===== src/rtl/load_store_unit.sv =====
// Multi-cycle RV32I load/store unit with a req/ack memory port and a one-cycle response pulse.
// Optional feature: define LSU_MISALIGN_TRAP_EN to reject misaligned accesses instead of force-aligning them.
module load_store_unit #(
  parameter int WORD_INDEX_BITS = 5
) (
  input  logic                       clk,
  input  logic                       reset,
  input  logic                       req_valid,
  output logic                       req_ready,
  input  logic                       req_write,
  input  logic [2:0]                 req_funct3,
  input  logic [31:0]                req_addr,
  input  logic [31:0]                req_wdata,
  output logic                       resp_valid,
  output logic [31:0]                resp_data,
  output logic                       resp_misaligned,
  output logic                       mem_req,
  output logic                       mem_we,
  output logic [WORD_INDEX_BITS-1:0] mem_addr,
  output logic [3:0]                 mem_be,
  output logic [31:0]                mem_wdata,
  input  logic                       mem_ack,
  input  logic [31:0]                mem_rdata
);

`ifdef LSU_MISALIGN_TRAP_EN
  localparam logic TRAP_EN = 1'b1;
`else
  localparam logic TRAP_EN = 1'b0;
`endif

  typedef enum logic [1:0] {S_IDLE = 2'd0, S_MEM = 2'd1, S_RESP = 2'd2} state_t;

  state_t                     state_q, state_d;
  logic                       we_q, we_d;
  logic [WORD_INDEX_BITS-1:0] addr_q, addr_d;
  logic [3:0]                 be_q, be_d;
  logic [31:0]                wdata_q, wdata_d;
  logic [1:0]                 size_q, size_d;
  logic                       uns_q, uns_d;
  logic [1:0]                 lane_q, lane_d;
  logic                       mis_q, mis_d;
  logic [31:0]                resp_data_q, resp_data_d;

  logic                       req_mis_s;
  logic [1:0]                 req_lane_s;
  logic [3:0]                 req_be_s;
  logic [31:0]                req_wdata_s;
  logic [7:0]                 rd_byte_s;
  logic [15:0]                rd_half_s;
  logic [31:0]                load_data_s;
  logic                       unused_addr_s;

  assign unused_addr_s = ^req_addr[31:WORD_INDEX_BITS+2];

  // Request decode: lane (force-aligned for halves/words), byte enables, replicated store data.
  always_comb begin
    req_mis_s = ((req_funct3[1:0] == 2'b01) && req_addr[0]) ||
                (req_funct3[1] && (req_addr[1:0] != 2'b00));
    case (req_funct3[1:0])
      2'b00: begin
        req_lane_s  = req_addr[1:0];
        req_be_s    = 4'b0001 << req_addr[1:0];
        req_wdata_s = {4{req_wdata[7:0]}};
      end
      2'b01: begin
        req_lane_s  = {req_addr[1], 1'b0};
        req_be_s    = 4'b0011 << {req_addr[1], 1'b0};
        req_wdata_s = {2{req_wdata[15:0]}};
      end
      default: begin
        req_lane_s  = 2'b00;
        req_be_s    = 4'b1111;
        req_wdata_s = req_wdata;
      end
    endcase
  end

  // Load extraction: move the addressed lane to bit 0, then sign- or zero-extend.
  always_comb begin
    rd_byte_s = mem_rdata[{lane_q, 3'b000} +: 8];
    rd_half_s = mem_rdata[{lane_q[1], 4'b0000} +: 16];
    case (size_q)
      2'b00:   load_data_s = uns_q ? {24'h000000, rd_byte_s} : {{24{rd_byte_s[7]}}, rd_byte_s};
      2'b01:   load_data_s = uns_q ? {16'h0000, rd_half_s} : {{16{rd_half_s[15]}}, rd_half_s};
      default: load_data_s = mem_rdata;
    endcase
  end

  // Next-state and holding-register update.
  always_comb begin
    state_d     = state_q;
    we_d        = we_q;
    addr_d      = addr_q;
    be_d        = be_q;
    wdata_d     = wdata_q;
    size_d      = size_q;
    uns_d       = uns_q;
    lane_d      = lane_q;
    mis_d       = mis_q;
    resp_data_d = resp_data_q;
    case (state_q)
      S_IDLE: begin
        if (req_valid) begin
          we_d    = req_write;
          addr_d  = req_addr[WORD_INDEX_BITS+1:2];
          be_d    = req_be_s;
          wdata_d = req_wdata_s;
          size_d  = req_funct3[1:0];
          uns_d   = req_funct3[2];
          lane_d  = req_lane_s;
          mis_d   = TRAP_EN & req_mis_s;
          if (TRAP_EN && req_mis_s) begin
            resp_data_d = 32'h00000000;
            state_d     = S_RESP;
          end else begin
            state_d = S_MEM;
          end
        end else begin
          state_d = S_IDLE;
        end
      end
      S_MEM: begin
        if (mem_ack) begin
          resp_data_d = we_q ? 32'h00000000 : load_data_s;
          state_d     = S_RESP;
        end else begin
          state_d = S_MEM;
        end
      end
      S_RESP:  state_d = S_IDLE;
      default: state_d = S_IDLE;
    endcase
  end

  // State and holding registers; reset clears everything so all outputs read zero.
  always_ff @(posedge clk or posedge reset) begin
    if (reset) begin
      state_q     <= S_IDLE;
      we_q        <= 1'b0;
      addr_q      <= '0;
      be_q        <= 4'b0000;
      wdata_q     <= 32'h00000000;
      size_q      <= 2'b00;
      uns_q       <= 1'b0;
      lane_q      <= 2'b00;
      mis_q       <= 1'b0;
      resp_data_q <= 32'h00000000;
    end else begin
      state_q     <= state_d;
      we_q        <= we_d;
      addr_q      <= addr_d;
      be_q        <= be_d;
      wdata_q     <= wdata_d;
      size_q      <= size_d;
      uns_q       <= uns_d;
      lane_q      <= lane_d;
      mis_q       <= mis_d;
      resp_data_q <= resp_data_d;
    end
  end

  assign req_ready       = (state_q == S_IDLE);
  assign mem_req         = (state_q == S_MEM);
  assign mem_we          = mem_req & we_q;
  assign mem_addr        = addr_q;
  assign mem_be          = be_q;
  assign mem_wdata       = wdata_q;
  assign resp_valid      = (state_q == S_RESP);
  assign resp_data       = resp_data_q;
  assign resp_misaligned = resp_valid & mis_q;

endmodule


===== config.mk =====
export PLATFORM = sky130hd
export DESIGN_NAME = load_store_unit
export DESIGN_NICKNAME = d
export VERILOG_FILES = /design/src/rtl/load_store_unit.sv
export SDC_FILE = /design/constraint.sdc
export NUM_CORES = 1
export LEC_CHECK = 0
export CAP_MARGIN = 20
export CORE_MARGIN = 2
export CORE_UTILIZATION = 41
export DETAILED_ROUTE_END_ITERATION = 8
export GPL_TIMING_DRIVEN = 0
export PLACE_DENSITY = 0.8
export SYNTH_ARGS = -nofsm -noshare
export SYNTH_HDL_FRONTEND = slang
export SYNTH_SLANG_ARGS = --single-unit

===== constraint.sdc =====
create_clock -name clk -period 3.9 [get_ports clk]
set_clock_uncertainty 0.15 [all_clocks]
set_input_delay 1.17 -clock clk [delete_from_list [all_inputs] [get_ports clk]]
set_output_delay 1.17 -clock clk [all_outputs]
set_load 0.02 [all_outputs]

# Yosys cells after proc, flatten, opt, wreduce, memory -nomap -nowiden
# Index checks and enable logic that the tools add are counted.
totals:
  output_inout_bits: 78
  input_bits: 104
  ff_bits: 81
  elab_cells: 33
classes:
  eq_ne: 4
  n_bitwise: 1
  n_shift: 4
  mux: 10
  n_reduce_logical: 5
op_table:
  columns: ["op", "n"]
  rows:
  - ["32-bit case mux with 2 select lines", 2]
  - ["32-bit two-way mux", 3]
  - ["32-bit by 6-bit indexed part select with 16-bit output", 1]
  - ["32-bit by 6-bit indexed part select with 8-bit output", 1]
  - ["2-bit case mux with 2 select lines", 2]
  - ["4-bit case mux with 2 select lines", 1]
  - ["2-bit by 1-bit equality test with 1-bit output, second input constant", 3]
  - ["2-bit logical NOT", 3]
  - ["2-bit AND reduction", 2]
  - ["1-bit by 2-bit << shifter with 4-bit output, first input constant", 1]
  - ["2-bit by 2-bit << shifter with 4-bit output, first input constant", 1]
  - ["2-bit equality test, second input constant", 1]
  - ["2-bit two-way mux", 1]
  - ["1-bit bitwise AND", 1]
  - ["1-bit two-way mux", 1]

# Depth between registers and ports, before layout
# Gate-level depths: netlist (run 1).
logic_depth:
  word_depth: 4
  ltp_mapped: 6
  ltp_nobuf: 4

# Worst setup path before layout (run 1)
# OpenSTA, ideal clock, no wires.
synth_timing:
  path_kind: "input-to-reg"
  start: "input port mem_ack"
  end: "register resp_data_q[19], in the netlist resp_data[19]"
  setup_time_ns: 0.066
  stages: 6
  required_time_ns: 3.684
  path_buffers: 2
  arrival_ns: 2.228
  slack_ns: 1.455
  path_cell_list: "nand3b_4 -> or2_0 -> buf_2 -> nor4_4 -> buf_6 -> a221o_1"
synth_via:
  elab_chain_len: 1
synth_rtl:
  columns: ["item", "line", "text"]
  rows:
  - ["start, declared", "22", "input logic mem_ack,"]
  - ["2-bit AND reduction (no source line)", null, null]
  - ["end signal, assigned", "159", "resp_data_q <= resp_data_d;"]
  - ["end, declared", "43", "logic [31:0] resp_data_q, resp_data_d;"]
# Every way passes these cells.
# A chain may end at the register's enable or synchronous reset.

# Final worst setup path (run 1)
layout_timing:
  start: "register state_q[0]"
  end: "output port mem_we"
layout_via:
  elab_chain_len: 2
layout_rtl:
  columns: ["item", "line", "text"]
  rows:
  - ["start, declared", "34", "state_t state_q, state_d;"]
  - ["start signal, assigned", "150", "state_q <= state_d;"]
  - ["2-bit by 1-bit equality test with 1-bit output", "164", "assign mem_req = (state_q == S_MEM);"]
  - ["1-bit bitwise AND", "165", "assign mem_we = mem_req & we_q;"]
  - ["end, declared", "18", "output logic mem_we,"]
# Every way passes these cells.

==> results.toml, run 1 <==
[run_status]
status = "completed"

[placement]
gp_congestion = 0.8423
hpwlAfterDp_mm = 9.030
io_buffers = 153
placed_cells = 677
pre_cts_ws_ns = 0.6652

[yosys]
syn-cell-area_um2 = 3886
yosys_warnings = 0
synth_area_per_cell_um2 = 9.864
synthesis.nets = 498
seq_area_frac_synth_pct = 52.16
synth_top_area_share_pct = 52.16
netlist_instances = 394
yosys.area.top_type = "dfrtp_1"
synth_top_cells_by_area = "dfrtp_1 (52%), nand2_1 (9.1%), mux2i_1 (8.0%)"
ys_types = 36
synth-seq-cells = 81

[route]
first_pass_iters = 4
vias_per_cell = 5.261
drc_errors = 0
drt_iter0_drc = 138
vias = 3646
totalWireLength_mm = 11.69
ant_nets = 0
wl_per_cell_um = 16.87

[floorplan]
pin_count = 182
fp.dieArea_um2 = 10270
initial_utilization_pct = 42.06
rows = 35
coreArea_um2 = 9240
die_w_um = 101.4
die_y_um = 101.4

[global_route]
grt_usage_pct = 22.99
grt_max_degree = 45
grt_pass1_vias = 3622
grt_pass1_wl_mm = 18.18
grt_overflow = 0
antenna_found_initial = 0

[setup_path]
cp_slowest_stage_delay_ns = 0.59
path_class = "flop to output port"
cp_max_fo = 4
endpoint_kind = "output port"
crit_slowest_cell = "clkdlybuf4s50_1"
r2r_cells = 6
worst_ep_arrival_time_ns = 1.80
cp-start-kind = "flop"
worst_ep_required_time_ns = 2.58
crit_chain = "nor2b_1 -> and2_1 -> clkdlybuf4s50_1"

[clock_tree]
post-cts-setup-buffers = 0
cts.htree.levels = 3
clock-root-buffer = "clkbuf_8"
clk_pin_slew_ns = 0.08
clock_latency_ns = 0.35
hold_buffers = 0
cts_buffers = 9
cts_sinks = 81
cts.repair.resized = 0
cts_tree = "done"
cts_buffer_depth = 2

[pwr]
seqPwrFrac_pct = 35.6
power.net_switching_mw = 1.548
power_density_nw_per_um2 = 673.4
comb_power_share_pct = 50.6
ir_worst_vdd_uv = 338.3
p_int_mw = 2.333
power_leakage_nw = 2.583
swShare_pct = 39.88
p_clk_share_pct = 13.7

[sta]
rsz0062_at_grt = "no"
hold_violations = 0
slew_headroom_pct = 61.32
report.final.setup_viol = 0
finalSetupTns_ns = 0
min_period_ns = 3.116
worst_slew_pin_slew_ns = 0.5796
slew_viol_final = 0
setup_ws_ns = 0.7838
max_freq_mhz = 320.9
timing.final.crit_share_pct = 79.90

[layout]
syn2layout_area_growth_pct = 48.33
antenna_cells = 0
final_cells = 693
nets = 663
fin_util_pct = 62.38
drive_gt1_share_pct = 6.915

[flow_run]
drv_cap = 0

[worst_hold_path]
min_path_cells = 2
hp-class = "flop to flop"
## layout make-up
| cell class | instances | area, um^2 |
|---|---|---|
| fillers | 779 | 3476 |
| repair buffers | 154 | 1551 |
| plain buffers | 32 | 140.1 |
| flip-flops and latches | 81 | 2027 |
| clock inverters | 6 | 35.03 |
| clock buffers | 10 | 127.6 |
| inverters | 11 | 43.79 |
| well taps | 129 | 161.4 |
| multi-input cells | 270 | 1678 |
## flip-flops by register name, summed over array words and instances (netlist names)
signal and count:
mem_wdata 32, resp_data 32, mem_addr 5, mem_be 4
lane_q 2, size_q 2, state_q 2, uns_q 1
we_q 1
## path summary, 6_finish.rpt
kind                                              start                        end  slack, ns
worst min register to register  mem_addr[1]$_DFFE_PP0P_    mem_addr[1]$_DFFE_PP0P_       0.33
max in group asynchronous                         reset  resp_data[14]$_DFFE_PP0P_       1.95
worst max-delay path               state_q[0]$_DFF_PP0_                     mem_we       0.78
worst max register to register     state_q[1]$_DFF_PP0_  resp_data[23]$_DFFE_PP0P_       1.89
worst min-delay path            mem_addr[1]$_DFFE_PP0P_    mem_addr[1]$_DFFE_PP0P_       0.33
min in group asynchronous                         reset  mem_wdata[29]$_DFFE_PP0P_       1.03
## power by group through the flow
stage / clock network (mW) / registers (mW) / logic (mW)
2_1_floorplan: 0 / 1.75 / 0.654
5_1_grt: 0.582 / 1.42 / 2.10
4_1_cts: 0.540 / 1.38 / 1.98
3_3_place_gp: 0 / 1.38 / 1.93
3_5_place_dp: 0 / 1.40 / 1.97
6_report: 0.534 / 1.38 / 1.96
## Yosys cell counts
cell	number
nand3b_1	1
buf_4	1
nor2b_1	4
o21ai_1	1
nand3_1	2
nor3_1	7
nor2_2	1
buf_6	1
buf_1	3
conb_1	1
o21bai_1	2
o21ai_0	36
a21o_1	7
nand2_1	94
or2_0	1
a222oi_1	1
dfrtp_1	81
inv_1	11
a32o_1	1
mux2i_1	31
nor3b_1	2
a31oi_1	3
a22oi_1	1
nand3b_4	1
a221o_1	16
mux2_2	8
a221oi_1	14
nor2_1	14
nand2b_1	4
a21oi_1	11
nor4_4	1
a221oi_4	1
clkbuf_1	20
mux2_4	1
and2_1	3
buf_2	7
## cells in the final DEF (no fill, tap or decap), types with 9 or more instances in the layout
master           Yosys  routed
a221oi_1            14      14
nor2_1              14      14
mux2i_1             31      31
inv_1               11      10
a21oi_1             11      11
clkbuf_8             0       9
a221o_1             16      16
nand2_1             94      94
clkbuf_1            20      21
clkdlybuf4s50_1      0     153
o21ai_0             36      36
dfrtp_1             81      81
## worst max-delay path: cells and delay by family (launching register included)
family                 cells  cell delay [ns]
buffers and inverters      1             0.59
flip-flops                 1             0.43
AND/OR/NAND/NOR            2             0.42
## through the flow
step / instance area [um^2] / hold slack [ns] / total power [mW]
finish: 5764 / 0.3259 / 3.881
CTS: 5764 / 0.3332 / 3.903
detailed placement: 5602 / 0.3129 / 3.370
global route: 5764 / 0.3511 / 4.107
global placement: 5579 / 0.3097 / 3.313
floorplan: 3886 / 0.3250 / 2.408
## kinds of logic (layout without fill, tap and decap cells)
logic type / count (synthesis) / count (layout) / synth area share, %
simple gates: 135 / 135 / 15.33
compound gates: 94 / 94 / 17.06
flops: 81 / 81 / 52.16
buf+inv: 43 / 213 / 4.668
mux: 40 / 40 / 10.69
other cells: 1 / 1 / 0.09649
## layer usage
layer / GRT usage, % / wire (um) / up-vias
met5: 0 / 0 / -
met4: 9.771 / 319 / 0
met3: 8.351 / 1154 / 25
met2: 38.10 / 5511 / 160
met1: 27.02 / 4703 / 1753
li1: - / - / 1708
(Power assumes the default switching activity.)
==> run 2: changes to the inputs <==
Settings changed: CORE_UTILIZATION 41 to 37, PLACE_DENSITY 0.8 to 0.76.
Clock period 3.9 ns to 2.6 ns, I/O delays scaled along.
==> run 2 against run 1 <==
Combinational power rose by 49%. Die area rose by 10%. Register-to-register slack got worse by 1.3 ns. Sequential cell count did not move. Clock power increased by 45%. Wire length is 2.8% higher. Sequential share of layout area about the same. Critical path type unchanged.
==> results.toml, run 2 (synthesis gave the netlist of run 1 again) <==
[run_status]
status = "completed"

[pwr]
ir_worst_vdd_uv = 443.5
comb_power_share_pct = 50.6
p_clk_share_pct = 13.4
power_density_nw_per_um2 = 1005
power.net_switching_mw = 2.296
power.total_mw = 5.790
power_leakage_nw = 2.599
p_int_mw = 3.493
seqPwrFrac_pct = 36.0
swShare_pct = 39.67

[setup_path]
crit_slowest_cell = "clkdlybuf4s50_1"
crit_chain = "nor2b_1 -> clkdlybuf4s50_1"
worst_ep_required_time_ns = 1.67
worst_ep_arrival_time_ns = 1.54
setup.worst_path.end = "resp_valid"
cp_max_fo = 4
crit_start = "state_q[0]$_DFF_PP0_"
cp_slowest_stage_delay_ns = 0.62
path_depth = 2
path_buf_inv = 1
regToRegStartpoint = "lane_q[1]$_DFFE_PP0P_"
path_delay_family = "buffers and inverters"
endpoint_kind = "output port"
r2r_cells = 5
path_class = "flop to output port"
cp-start-kind = "flop"
r2r_slack_ns = 0.55
rr_endpoint = "resp_data[14]$_DFFE_PP0P_"

[sta]
setup_ws_ns = 0.1271
finalSetupTns_ns = 0
hold_violations = 0
rsz0062_at_grt = "no"
timing.final.crit_share_pct = 95.11
report.final.setup_viol = 0
min_period_ns = 2.473
slew_headroom_pct = 41.98
slew_viol_final = 0
worst_slew_pin_slew_ns = 0.8685
max_freq_mhz = 404.4

[floorplan]
initial_utilization_pct = 37.81
die_y_um = 106.5
fp.dieArea_um2 = 11340
die_w_um = 106.5
pin_count = 182
coreArea_um2 = 10280
rows = 37

[clock_tree]
clock-root-buffer = "clkbuf_8"
cts.htree.levels = 3
clk_pin_slew_ns = 0.07
cts_buffers = 9
hold_buffers = 0
cts_sinks = 81
post-cts-setup-buffers = 0
clock_latency_ns = 0.35
cts.repair.resized = 1
cts_tree = "done"
cts_buffer_depth = 2

[layout]
layout_common_cells = "clkdlybuf4s50_1 (150), nand2_1 (94), dfrtp_1 (81), o21ai_0 (36), mux2i_1 (31)"
nets = 663
n_fill_cell = 907
syn2layout_area_growth_pct = 48.23
antenna_cells = 0
drive_gt1_share_pct = 6.228
stdcell_area_um2 = 5761
layout_commonest_cell = "clkdlybuf4s50_1"

[placement]
io_buffers = 153
pre_cts_ws_ns = -0.2284
hpwlAfterDp_mm = 9.190
gp_congestion = 0.8250
dpl_cell_area_um2 = 5612

[worst_hold_path]
hp-class = "flop to flop"
hp-start = "mem_addr[4]$_DFFE_PP0P_"

[route]
drt_iter0_drc = 154
vias = 3644
wl_per_cell_um = 17.21
first_pass_iters = 4
totalWireLength_mm = 12.02
drc_errors = 0
vias_per_cell = 5.221
ant_nets = 0

[global_route]
grt_pass1_vias = 3702
grt_pass1_wl_mm = 19.04
grt_usage_pct = 21.64
antenna_found_initial = 0
grt_max_degree = 43
grt_overflow = 0

[flow_run]
drv_cap = 0
run 2: worst min-delay path by stage:
| stage | to | slack (ns) | cells past startpoint |
|---|---|---|---|
| 3_5_place_dp | mem_wdata[4]$_DFFE_PP0P_ | 0.31 | 2 |
| 4_1_cts | mem_addr[4]$_DFFE_PP0P_ | 0.33 | 2 |
| 3_3_place_gp | mem_wdata[9]$_DFFE_PP0P_ | 0.31 | 2 |
| 2_1_floorplan | we_q$_DFFE_PP0P_ | 0.33 | 2 |
| 6_report | mem_addr[4]$_DFFE_PP0P_ | 0.33 | 2 |
| 5_1_grt | resp_data[8]$_DFFE_PP0P_ | 0.35 | 1 |
run 2: metal layers:
layer,vias up,wire [um],GRT usage (%)
met5,-,0,0
met4,0,335,9.926
met3,27,1058,6.438
met2,165,5516,34.34
met1,1743,5105,27.22
li1,1709,-,-
run 2: worst min-delay path: cells and delay by family, from the launching register on:
kind | cells | cell delay, ns
DFF | 1 | 0.34
and+or+nand+nor | 2 | 0.10
run 2: power groups by stage:
stage | sequential [mW] | combinational [mW] | clock (mW)
after floorplan | 2.63 | 0.981 | 0
after global placement | 2.08 | 2.91 | 0
after detailed placement | 2.10 | 2.95 | 0
after CTS | 2.09 | 2.96 | 0.783
after global routing | 2.15 | 3.16 | 0.846
final | 2.08 | 2.93 | 0.774
run 2: metrics by stage:
step	utilization, %	hold slack, ns	instances
2_1_floorplan	-	0.3250	394
3_5_place_dp	54.60	0.3134	684
4_1_cts	55.99	0.3304	698
6_report	56.05	0.3251	698
5_1_grt	56.05	0.3543	698
3_3_place_gp	54.41	0.3094	683
run 2: area by class of cell:
cell class                 count  area, um^2  share of cell area, %
buffer                        32       141.4                  2.454
clock buffer                  13       138.9                  2.411
clock inverter                 1       5.005                0.08688
inverter                      11       45.04                 0.7819
multi-input combinational    270        1678                  29.13
sequential                    81        2027                  35.19
tap                          136       170.2                  2.954
timing repair buffer         154        1555                  27.00
==> run 3: changes to the inputs <==
Settings changed: SETUP_SLACK_MARGIN set to 0.05.
==> run 3 against run 2 <==
Hold slack about the same. Register-to-register slack about the same. Setup slack better by 0.071 ns. Non-clock buffer count up 1. Maximum frequency up 2.9%. Count of clock-buffer cells in the layout unchanged. Critical path type is now input port to flop.
==> results.toml, run 3 (synthesis gave the netlist of run 1 again) <==
[sta]
setup_ws_ns = 0.1978
hold_violations = 0
slew_headroom_pct = 41.99
slew_viol_final = 0
min_period_ns = 2.402
report.final.setup_viol = 0
max_freq_mhz = 416.3
timing.final.crit_share_pct = 92.39
worst_slew_pin_slew_ns = 0.8684
rsz0062_at_grt = "no"

[setup_path]
setup.worst_path.end = "resp_data[27]$_DFFE_PP0P_"
r2r_slack_ns = 0.55
crit_start = "mem_ack"
rr_endpoint = "resp_data[14]$_DFFE_PP0P_"
worst_ep_arrival_time_ns = 2.54
path_class = "input port to flop"
endpoint_kind = "flop"
regToRegStartpoint = "lane_q[1]$_DFFE_PP0P_"
cp_max_fo = 8
worst_ep_required_time_ns = 2.74
cp-start-kind = "input port"
r2r_cells = 5

[floorplan]
pin_count = 182
initial_utilization_pct = 37.81
coreArea_um2 = 10280
die_y_um = 106.5
rows = 37
die_w_um = 106.5
fp.dieArea_um2 = 11340

[layout]
nets = 664
layout_commonest_cell = "clkdlybuf4s50_1"
final_cells = 699
antenna_cells = 0
layout_common_cells = "clkdlybuf4s50_1 (149), nand2_1 (94), dfrtp_1 (81), o21ai_0 (36), mux2i_1 (31)"
syn2layout_area_growth_pct = 48.29
drive_gt1_share_pct = 6.394

[route]
wl_per_cell_um = 17.13
first_pass_iters = 4
drc_errors = 0
vias = 3666
ant_nets = 0
drt_iter0_drc = 159
vias_per_cell = 5.245
totalWireLength_mm = 11.97

[pwr]
power_leakage_nw = 2.604
p_clk_share_pct = 13.3
p_int_mw = 3.489
swShare_pct = 39.67
power.net_switching_mw = 2.295
seqPwrFrac_pct = 36.0
comb_power_share_pct = 50.7
power_density_nw_per_um2 = 1004
ir_worst_vdd_uv = 443.6

[global_route]
antenna_found_initial = 0
grt_pass1_wl_mm = 19.06
grt_overflow = 0
grt_pass1_vias = 3706
grt_usage_pct = 21.65
grt_max_degree = 43

[clock_tree]
cts_tree = "done"
cts_sinks = 81
cts_buffers = 9
clk_pin_slew_ns = 0.08
clock_latency_ns = 0.35
clock-root-buffer = "clkbuf_8"
cts.htree.levels = 3
cts_buffer_depth = 2
hold_buffers = 0

[run_status]
status = "completed"

[placement]
pre_cts_ws_ns = -0.2284
io_buffers = 153
gp_congestion = 0.8250
placed_cells = 684
hpwlAfterDp_mm = 9.190

[flow_run]
drv_cap = 0

[worst_hold_path]
hp-class = "flop to flop"
## run 3: cell types whose count changed in the layout (fill, tap and decap cells not counted)
cell	before	now
clkdlybuf4s50_1	150	149
dlygate4sd2_1	1	3
buf_4	1	2
dlymetal6s2s_1	2	1
## run 3: power groups by stage
stage | clock network, mW | registers (mW) | logic, mW
after global routing | 0.846 | 2.15 | 3.15
after global placement | 0 | 2.08 | 2.91
after CTS | 0.783 | 2.09 | 2.95
final | 0.772 | 2.08 | 2.93
after floorplan | 0 | 2.63 | 0.981
after detailed placement | 0 | 2.10 | 2.95
## run 3: how the worst min path moves through the flow
stage,startpoint,end,slack [ns],cells past startpoint
2_1_floorplan,we_q$_DFFE_PP0P_,we_q$_DFFE_PP0P_,0.33,2
3_3_place_gp,mem_wdata[9]$_DFFE_PP0P_,mem_wdata[9]$_DFFE_PP0P_,0.31,2
3_5_place_dp,mem_wdata[4]$_DFFE_PP0P_,mem_wdata[4]$_DFFE_PP0P_,0.31,2
4_1_cts,mem_addr[4]$_DFFE_PP0P_,mem_addr[4]$_DFFE_PP0P_,0.33,2
5_1_grt,resp_data[8]$_DFFE_PP0P_,resp_data[8]$_DFFE_PP0P_,0.35,1
6_report,mem_addr[4]$_DFFE_PP0P_,mem_addr[4]$_DFFE_PP0P_,0.33,2
## run 3: repair_timing
item                                    4_1_cts  5_1_grt
endpoints found under the hold margin         0        0
pin swaps                                     0        1
endpoints found under the setup margin        3       11
buffers inserted                              0        1
resized for setup                             3        3
## run 3: cell type report
cell class	instances	area [um^2]
tap	136	170.2
multi-input combinational	270	1678
timing repair buffer	155	1558
sequential	81	2027
clock inverter	1	5.005
clock buffer	13	138.9
inverter	11	45.04
buffer	32	141.4
fill	905	4514
## run 3: through the flow
step / hold WS, ns / utilization (%) / power [mW] / setup TNS (ns) / area, um^2
detailed placement: 0.3134 / 54.60 / 5.050 / -2.866 / 5612
global route: 0.3543 / 56.07 / 6.152 / 0 / 5763
global placement: 0.3094 / 54.41 / 4.983 / -15.09 / 5592
CTS: 0.3304 / 55.97 / 5.819 / 0 / 5752
floorplan: 0.3250 / - / 3.613 / 0 / 3890
finish: 0.3252 / 56.07 / 5.783 / 0 / 5763
## run 3: routing by layer
layer	GRT usage (%)	part of all wire [%]	vias up
met1	27.22	42	1746
met4	9.926	2.8	0
met5	0	0	-
li1	-	-	1714
met3	6.438	9.0	31
met2	34.39	46	175
## run 3: critical path: stages
cell and delay [ns]:
clkdlybuf4s50_1 0.54, nand3b_4 0.13, or2_0 0.21, buf_2 0.17, nor4_4 0.39, buf_4 0.20
a221o_1 0.11
